[src/rtl/muldiv_sequencer_if.sv]
// Execute-stage handshake between the control path and the MUL/DIV sequencer.
interface muldiv_sequencer_if #(
   parameter int WIDTH = 32
);
   logic             valid;
   logic [3:0]       ULAControl;
   logic [WIDTH-1:0] a;
   logic [WIDTH-1:0] b;
   logic             stall;
   logic             done;
   logic [WIDTH-1:0] result;

   modport master (
      output valid, ULAControl, a, b,
      input  stall, done, result
   );

   modport slave (
      input  valid, ULAControl, a, b,
      output stall, done, result
   );
endinterface

[src/rtl/muldiv_sequencer.sv]
// Iterative shift-add MUL / restoring signed DIV; WIDTH+1 stall cycles (1 for div-by-zero/overflow).
// Stall is combinational while accepting and iterating; done pulses one cycle with result.
module muldiv_sequencer #(
   parameter int WIDTH = 32
) (
   input  logic              clk,
   input  logic              reset,
   muldiv_sequencer_if.slave bus
);
   localparam int               CW      = $clog2(WIDTH);
   localparam logic [3:0]       OP_MUL  = 4'b0110;
   localparam logic [3:0]       OP_DIV  = 4'b1000;
   localparam logic [WIDTH-1:0] MIN_NEG = {1'b1, {(WIDTH-1){1'b0}}};
   localparam logic [CW-1:0]    LAST    = CW'(WIDTH - 1);

   typedef enum logic [1:0] {S_IDLE, S_MUL, S_DIV, S_DONE} state_t;

   state_t           r_state, w_next;
   logic [CW-1:0]    r_count;
   logic [WIDTH-1:0] r_mcand, r_mplier, r_acc;
   logic [WIDTH-1:0] r_dvd, r_dvs, r_rem;
   logic             r_neg;
   logic [WIDTH-1:0] r_result;

   logic             w_is_mul, w_is_div, w_accept, w_div_zero, w_div_ovf, w_special;
   logic             w_stall, w_done, w_last, w_q_bit;
   logic [WIDTH-1:0] w_abs_a, w_abs_b, w_mul_sum, w_rem_next, w_quo_next;
   logic [WIDTH:0]   w_rem_shift, w_rem_diff;

   // Reset also masks acceptance so stall drops the moment reset is asserted.
   assign w_is_mul   = (bus.ULAControl == OP_MUL);
   assign w_is_div   = (bus.ULAControl == OP_DIV);
   assign w_accept   = !reset && (r_state == S_IDLE) && bus.valid && (w_is_mul || w_is_div);
   assign w_div_zero = (bus.b == '0);
   assign w_div_ovf  = (bus.a == MIN_NEG) && (bus.b == '1);
   assign w_special  = w_is_div && (w_div_zero || w_div_ovf);
   assign w_abs_a    = bus.a[WIDTH-1] ? -bus.a : bus.a;
   assign w_abs_b    = bus.b[WIDTH-1] ? -bus.b : bus.b;
   assign w_last     = (r_count == LAST);

   assign w_mul_sum  = r_acc + (r_mplier[0] ? r_mcand : '0);

   // The kept remainder is always below |b|, so WIDTH bits suffice between steps.
   assign w_rem_shift = {r_rem, r_dvd[WIDTH-1]};
   assign w_rem_diff  = w_rem_shift - {1'b0, r_dvs};
   assign w_q_bit     = ~w_rem_diff[WIDTH];
   assign w_rem_next  = w_q_bit ? w_rem_diff[WIDTH-1:0] : w_rem_shift[WIDTH-1:0];
   assign w_quo_next  = {r_acc[WIDTH-2:0], w_q_bit};

   always_ff @(posedge clk or posedge reset) begin
      if (reset) r_state <= S_IDLE;
      else       r_state <= w_next;
   end

   always_comb begin
      w_next  = r_state;
      w_stall = 1'b0;
      w_done  = 1'b0;
      case (r_state)
         S_IDLE: begin
            if (w_accept) begin
               w_stall = 1'b1;
               if (w_special)     w_next = S_DONE;
               else if (w_is_div) w_next = S_DIV;
               else               w_next = S_MUL;
            end
         end
         S_MUL, S_DIV: begin
            w_stall = 1'b1;
            if (w_last) w_next = S_DONE;
         end
         S_DONE: begin
            w_done = 1'b1;
            w_next = S_IDLE;
         end
         default: w_next = S_IDLE;
      endcase
   end

   always_ff @(posedge clk or posedge reset) begin
      if (reset) begin
         r_count  <= '0;
         r_mcand  <= '0;
         r_mplier <= '0;
         r_acc    <= '0;
         r_dvd    <= '0;
         r_dvs    <= '0;
         r_rem    <= '0;
         r_neg    <= 1'b0;
         r_result <= '0;
      end else begin
         case (r_state)
            S_IDLE: begin
               if (w_accept) begin
                  r_count  <= '0;
                  r_mcand  <= bus.a;
                  r_mplier <= bus.b;
                  r_acc    <= '0;
                  r_dvd    <= w_abs_a;
                  r_dvs    <= w_abs_b;
                  r_rem    <= '0;
                  r_neg    <= bus.a[WIDTH-1] ^ bus.b[WIDTH-1];
                  if (w_is_div && w_div_zero)     r_result <= '1;
                  else if (w_is_div && w_div_ovf) r_result <= MIN_NEG;
               end
            end
            S_MUL: begin
               r_acc    <= w_mul_sum;
               r_mcand  <= r_mcand << 1;
               r_mplier <= r_mplier >> 1;
               r_count  <= w_last ? '0 : r_count + CW'(1);
               if (w_last) r_result <= w_mul_sum;
            end
            S_DIV: begin
               r_rem   <= w_rem_next;
               r_dvd   <= r_dvd << 1;
               r_acc   <= w_quo_next;
               r_count <= w_last ? '0 : r_count + CW'(1);
               if (w_last) r_result <= r_neg ? -w_quo_next : w_quo_next;
            end
            default: ;
         endcase
      end
   end

   assign bus.stall  = w_stall;
   assign bus.done   = w_done;
   assign bus.result = r_result;
endmodule
[src/flat_wrapper.sv]
// flat-port wrapper written by rule: the top's interface ports become plain ports
module muldiv_sequencer_flat 
#(
   parameter int WIDTH = 32
)
  (clk, reset, bus_valid, bus_ULAControl, bus_a, bus_b, bus_stall, bus_done, bus_result);
  muldiv_sequencer_if #(.WIDTH(WIDTH)) bus_i ();
  input  logic clk;
  input  logic reset;
  input wire logic [$bits(bus_i.valid)-1:0] bus_valid;
  input wire logic [$bits(bus_i.ULAControl)-1:0] bus_ULAControl;
  input wire logic [$bits(bus_i.a)-1:0] bus_a;
  input wire logic [$bits(bus_i.b)-1:0] bus_b;
  output wire logic [$bits(bus_i.stall)-1:0] bus_stall;
  output wire logic [$bits(bus_i.done)-1:0] bus_done;
  output wire logic [$bits(bus_i.result)-1:0] bus_result;
  assign bus_i.valid = bus_valid;
  assign bus_i.ULAControl = bus_ULAControl;
  assign bus_i.a = bus_a;
  assign bus_i.b = bus_b;
  assign bus_stall = bus_i.stall;
  assign bus_done = bus_i.done;
  assign bus_result = bus_i.result;
  muldiv_sequencer #(.WIDTH(WIDTH)) u_core (.clk(clk), .reset(reset), .bus(bus_i));
endmodule
[config.mk]
export PLATFORM = sky130hd
export DESIGN_NAME = muldiv_sequencer_flat
export DESIGN_NICKNAME = d
export VERILOG_FILES = /design/src/rtl/muldiv_sequencer_if.sv /design/src/rtl/muldiv_sequencer.sv /design/src/flat_wrapper.sv
export SDC_FILE = /design/constraint.sdc
export NUM_CORES = 1
export LEC_CHECK = 0
export BUFFER_PORTS_ARGS = -buffer_cell sky130_fd_sc_hd__buf_2
export CAP_MARGIN = 20
export CORE_UTILIZATION = 51
export CTS_CLUSTER_SIZE = 30
export DETAILED_ROUTE_END_ITERATION = 7
export PLACE_DENSITY = 0.72
export SLEW_MARGIN = 20
export SYNTH_ARGS = -nofsm -noshare
export SYNTH_HDL_FRONTEND = slang
export SYNTH_SLANG_ARGS = --single-unit
[constraint.sdc]
create_clock -name clk -period 16.2 [get_ports clk]
set_input_delay 0.81 -clock clk [delete_from_list [all_inputs] [get_ports clk]]
set_output_delay 0.81 -clock clk [all_outputs]
set_load 0.05 [all_outputs]
**Word-level counts from Yosys, hierarchy flattened**

Cells that the tools add are included.

- Bitwise logic cells: 2
- Add/subtract/negate cells: 6
- Reductions and logical operators: 24
- Shift-type cells: 0
- Div/mod/pow operators: 0
- Muxes and demuxes: 31
- Multipliers: 0
- $lt $le $gt $ge: 0
- Eq/ne operators: 13

Operators with widths:

| kind | count |
|---|---|
| 32-bit 2-to-1 mux | 14 |
| 32-bit case mux with 2 select lines | 4 |
| 32-bit case mux with 3 select lines | 2 |
| 32-bit negator | 3 |
| 32-bit equality test, second input constant | 2 |
| 33-bit by 32-bit subtractor with 33-bit output | 1 |
| 32-bit adder | 1 |
| 32-bit zero test | 1 |
| 2-bit AND reduction | 6 |
| 5-bit 2-to-1 mux | 2 |
| 5-bit case mux with 2 select lines | 1 |
| 2-bit 2-to-1 mux | 4 |
| 2-bit by 1-bit inequality test with 1-bit output, second input constant | 4 |
| 1-bit logical AND | 7 |
| 2-bit case mux with 3 select lines | 1 |
| 2-bit nonzero test | 3 |
| 5-bit by 1-bit adder with 5-bit output, second input constant | 1 |
| 5-bit equality test, second input constant | 1 |
| 5-bit AND reduction | 1 |
| 2-bit equality test, second input constant | 2 |
| 4-bit by 3-bit equality test with 1-bit output, second input constant | 1 |
| 4-bit equality test, second input constant | 1 |
| 3-bit inequality test, second input constant | 1 |
| 3-bit nonzero test | 1 |
| 9 further kinds | 11 |

- Memories: 0
- Register bits: 232
- Memory bits (read-only): 0
- Bits in writable memories: 0
- Bits in latches: 0
- Word-level logic and storage cells: 86

**Depth between registers and ports, before layout**

- Word-level depth: 7
- Depth in mapped cells: 21
- Depth with buffers taken out: 19

**Worst setup path before layout**

No wires, ideal clock.

- Kind: input port to flip-flop
- Start: in bus_b[8]
- End: reg u_core.r_result[13], in the netlist u_core.bus.result[13]
- Setup time: 126 ps
- Required time: 16074 ps
- Arrival: 4098 ps
- Cell stages on the path: 11
- Buffers on the path: 1
- Setup slack: 11976 ps
- Path through: or4_1 or3_1 or3_1 or3_1 or3_1 or3_4 a311oi_4 nand2b_2 buf_4 a221oi_1 nor2_1

- Cells in the longest elaborated chain, start to end: 5
- Elaborated cells between the ends (all ways): 10

Ends and longest elaborated chain:

| item | line | RTL |
|---|---|---|
| start: declaration | flat_wrapper.sv:13 | `input wire logic [$bits(bus_i.b)-1:0] bus_b;` |
| 32-bit equality test or 32-bit zero test (tied branches) | muldiv_sequencer.sv:35, muldiv_sequencer.sv:34 |  |
| 1-bit logical AND (on tied branches) | muldiv_sequencer.sv:35, muldiv_sequencer.sv:103 |  |
| 1-bit logical AND or 32-bit 2-to-1 mux (tied branches) | muldiv_sequencer.sv:104, muldiv_sequencer.sv:103 |  |
| 3-bit inequality test (no source line) or 32-bit 2-to-1 mux (tied branches) | -- |  |
| 5-bit AND reduction (no source line) or 32-bit case mux with 3 select lines (tied branches) | -- |  |
| end signal: assignment | muldiv_sequencer.sv:112 | `if (w_last) r_result <= w_mul_sum;` |
| end signal: assignment | muldiv_sequencer.sv:119 | `if (w_last) r_result <= r_neg ? -w_quo_next : w_quo_next;` |
| end: declaration | muldiv_sequencer.sv:23 | `logic [WIDTH-1:0] r_result;` |

Parallel ways exist; a longest one is shown, timed or not. The select of a mux whose other input is x is not followed.
A chain may end at the register's enable or synchronous reset.

**Final worst setup path**

- Start: reg u_core.r_dvs[0]
- End: reg u_core.r_result[28], in the netlist u_core.bus.result[28]

- Cells in the longest elaborated chain, start to end: 6

Ends and longest elaborated chain:

| item | line | RTL |
|---|---|---|
| start: declaration | muldiv_sequencer.sv:21 | `logic [WIDTH-1:0] r_dvd, r_dvs, r_rem;` |
| start signal: assignment | muldiv_sequencer.sv:100 | `r_dvs <= w_abs_b;` |
| 33-bit by 32-bit subtractor with 33-bit output | muldiv_sequencer.sv:45 | `assign w_rem_diff = w_rem_shift - {1'b0, r_dvs};` |
| 1-bit inverter | muldiv_sequencer.sv:46 | `assign w_q_bit = ~w_rem_diff[WIDTH];` |
| 32-bit negator | muldiv_sequencer.sv:119 |  |
| 32-bit 2-to-1 mux (2 in a row) | muldiv_sequencer.sv:119 |  |
| 32-bit case mux with 3 select lines | muldiv_sequencer.sv:92 | `case (r_state)` |

No other way between the ends. The select of a mux whose other input is x is not followed.

==> flow_metrics.tcl <==
set metrics [dict create \
    status "completed" \
    ff2ff_setup_slack_ns 11.56 \
    relSlewSlack_pct 27.55 \
    seq_area_frac_synth_pct 36.57 \
    drt_wl_total_mm 43.22 \
    synthArstFlopShare_pct 100.0 \
    synth-seq-cells 232 \
    setup-tns-final_ns 0 \
    first_global_vias 13308 \
    met2RoutedLength_mm 18.19 \
    cp.arrival_ns 5.11 \
    critPathMaxStageDelay_ns 0.42 \
    htreeDepth 1 \
    via_per_inst 6.053 \
    setup_viol 0 \
    ios 105 \
    fin_nets 2096 \
    synth_cells 1905 \
    start_kind "flip-flop" \
    critPathBufInv 1 \
    wl_met3_mm 3.637 \
    die_w_microns 178.4 \
    peakVddDrop_v 0.0001474 \
    num_rows 64 \
    synth_ff_type "dfrtp_1" \
    route.detailed.drc 0 \
    initialDrtViolationCount 1248 \
    n_fill_cell 2796 \
    m1WireLength_mm 20.60 \
    wl_per_cell_microns 18.24 \
    cpLargestDelayFamily "compound AO/OA/AOI/OAI gates" \
    path_max_fanout 4 \
    dp_slack_ns 11.09 \
    hold-worst-slack_ns 0.4173 \
    place.detailed.hpwl_mm 30.53 \
    dieArea_sq_mm 0.03184 \
    ys_types 67 \
    place.gp.congestion 0.9455 \
    antenna_found_initial 4 \
    setup_ws_ns 11.56 \
    r2r-end "u_core.bus.result[28]" \
    grt_use_total_pct 27.52 \
    final_cell_mix "dfrtp_1 (232), a21oi_1 (208), o21ai_0 (198)" \
    clk_pin_slew_worst_paths_ns 0.06 \
    power_density_mw_per_mm2 209.5 \
    hold_buffers 0 \
    endpoint_kind "flip-flop" \
    routed.top_layer "met4" \
    reg2reg_depth 18 \
    grt_max_degree 126 \
    core_area_sq_mm 0.03059 \
    tightest_slew_ns 1.087 \
    synth_nets 2052 \
    die-height_microns 178.4 \
    multi_input_area_sq_mm 0.009462 \
    timing.rr.start "u_core.r_dvs[0]" \
    grt_pass1_wl_mm 70.10 \
    fin_util_pct 57.71 \
    ys_warn_count 0 \
    fin_crit_sh_pct 28.63 \
    grt_overflow_total 0 \
    cts_setup_buffers 0 \
    crit_chain "ha_1, fa_1, nand2b_1, a21oi_1, o221ai_1, a21oi_1, mux2_2, and2_1, inv_1, ha_1, nand2b_1, nor2_1, nand4_1, nand2b_1, o21ai_0, xnor2_1, a21oi_1, a21oi_1" \
    clock_path_buffers 3 \
    fin_crit_ns 4.637 \
    drv_cap 0 \
    hold_viol_final 0 \
    initial_core_util_pct 51.90 \
    drive_gt1_share_pct 9.751 \
    crit_top_cell "a21oi_1" \
    dpl_cell_area_sq_mm 0.01666 \
    rsz0062_at_grt "false" \
    power_leakage_nw 7.828 \
    post_cts_resized 0 \
    clock_sinks 232 \
    cp_slowest_cell "fa_1" \
    ff_latch_area_sq_mm 0.005806 \
    layout_commonest_cell "dfrtp_1" \
    portBuffers 104 \
    crit_type "flip-flop to flip-flop" \
    clk_latency_ns 0.55 \
    cts_buffers 28 \
    cts_tree "done" \
    drv_slew 0 \
    hp-class "input pin to asynchronous set/reset pin" \
    first_pass_iters 7 \
    fin_skew_ns 0.01553 \
    final_cell_area_sq_mm 0.01765 \
    syn_to_final_growth_pct 11.21 \
    worstSetupPathDepth 18 \
    cp-endpoint "u_core.bus.result[28]" \
    cp.required_ns 16.67 \
    fmax_ghz 0.2156 \
    final_antenna_net_count 0 \
    clockRootBuffer "clkbuf_16" \
    synth_edf_count 0 \
    syn_area_per_cell_sq_um 8.333 \
    startpoint "u_core.r_dvs[0]" \
    synth_area_sq_mm 0.01588 \
    vias 14339 \
]
-- power by group --
| part | internal (mW) | switching (mW) | total (mW) |
|---|---|---|---|
| sequential | 0.819 | 0.194 | 1.01 |
| combinational | 0.714 | 1.30 | 2.02 |
| clock | 0.416 | 0.255 | 0.670 |
| total | 1.95 | 1.75 | 3.70 |
-- metrics by stage --
step                      std cells  total power, mW
final                          2369            3.699
after global routing           2369            3.980
after CTS                      2365            3.682
after detailed placement       2315            2.997
after global placement         2315            2.943
after floorplan                1905            2.510
-- per-layer routing --
layer	track usage, %	vias to the layer above
met5	0	-
met4	6.497	0
met3	4.561	61
met2	40.57	524
met1	41.67	6848
li1	-	6906
-- Yosys cell counts, types with 5 or more instances --
| master | number | area (sq um) |
|---|---|---|
| inv_1 | 69 | 259.0 |
| o41ai_1 | 13 | 113.9 |
| o22ai_1 | 11 | 68.82 |
| nand3_1 | 17 | 85.08 |
| o211ai_1 | 7 | 52.55 |
| and3_1 | 6 | 37.54 |
| nand2_1 | 189 | 709.4 |
| clkbuf_1 | 88 | 330.3 |
| dfrtp_1 | 232 | 5806 |
| buf_1 | 11 | 41.29 |
| and2_1 | 40 | 250.2 |
| a211oi_1 | 9 | 67.56 |
| nand2b_1 | 23 | 143.9 |
| mux2i_1 | 80 | 800.8 |
| o21ai_0 | 198 | 991.0 |
| or2_2 | 9 | 56.30 |
| a32oi_1 | 14 | 122.6 |
| a22oi_1 | 21 | 157.7 |
| nor3_1 | 27 | 135.1 |
| a31oi_1 | 13 | 81.33 |
| o21bai_1 | 12 | 90.09 |
| nor2_1 | 188 | 705.7 |
| nand4_1 | 22 | 137.6 |
| xor2_1 | 69 | 604.3 |
| a21o_1 | 27 | 202.7 |
| o31ai_1 | 33 | 247.7 |
| nor2b_1 | 8 | 50.05 |
| o21a_1 | 6 | 45.04 |
| a22o_1 | 5 | 43.79 |
| ha_1 | 74 | 925.9 |
| or4_1 | 12 | 90.09 |
| a221oi_1 | 8 | 70.07 |
| a21oi_1 | 210 | 1051 |
| nor4_1 | 6 | 37.54 |
| or3_1 | 29 | 181.4 |
| xnor2_1 | 62 | 543.0 |
-- kinds of logic after synthesis --
group	after synthesis	share of synthesized area (%)
compound gates	615	23.21
xor+xnor	131	7.227
fa+ha+maj	76	6.085
buf+inv	174	4.169
flops	232	36.57
mux	84	5.328
simple gates	593	17.41
-- sequential cells by signal, summed over array words and instances (netlist names) --
name and cells:
u_core.r_mplier 32, u_core.r_acc 32, u_core.r_count 5, u_core.r_state 2
u_core.r_mcand 32, u_core.r_neg 1, u_core.r_dvs 32, u_core.bus.result 32
u_core.r_rem 32, u_core.r_dvd 32
-- cell type report --
type,instances,share of cell area (%)
Antenna cell,4,0.05670
Clock buffer,40,4.685
Clock inverter,10,0.8788
Inverter,70,1.531
Multi-Input combinational cell,1499,53.59
Sequential cell,232,32.88
Tap cell,396,2.807
Timing Repair Buffer,118,3.565
-- worst min-delay path by stage --
stage,startpoint,endpoint,cells after the start
5_1_grt,reset,u_core.r_mplier[2],2
3_3_place_gp,u_core.r_dvd[30],u_core.r_dvd[30],2
2_1_floorplan,u_core.r_dvd[26],u_core.r_dvd[26],2
4_1_cts,reset,u_core.r_dvd[2],2
3_5_place_dp,u_core.r_dvs[4],u_core.r_dvs[4],2
6_report,reset,u_core.r_mplier[2],2
(Power assumes the default switching activity.)
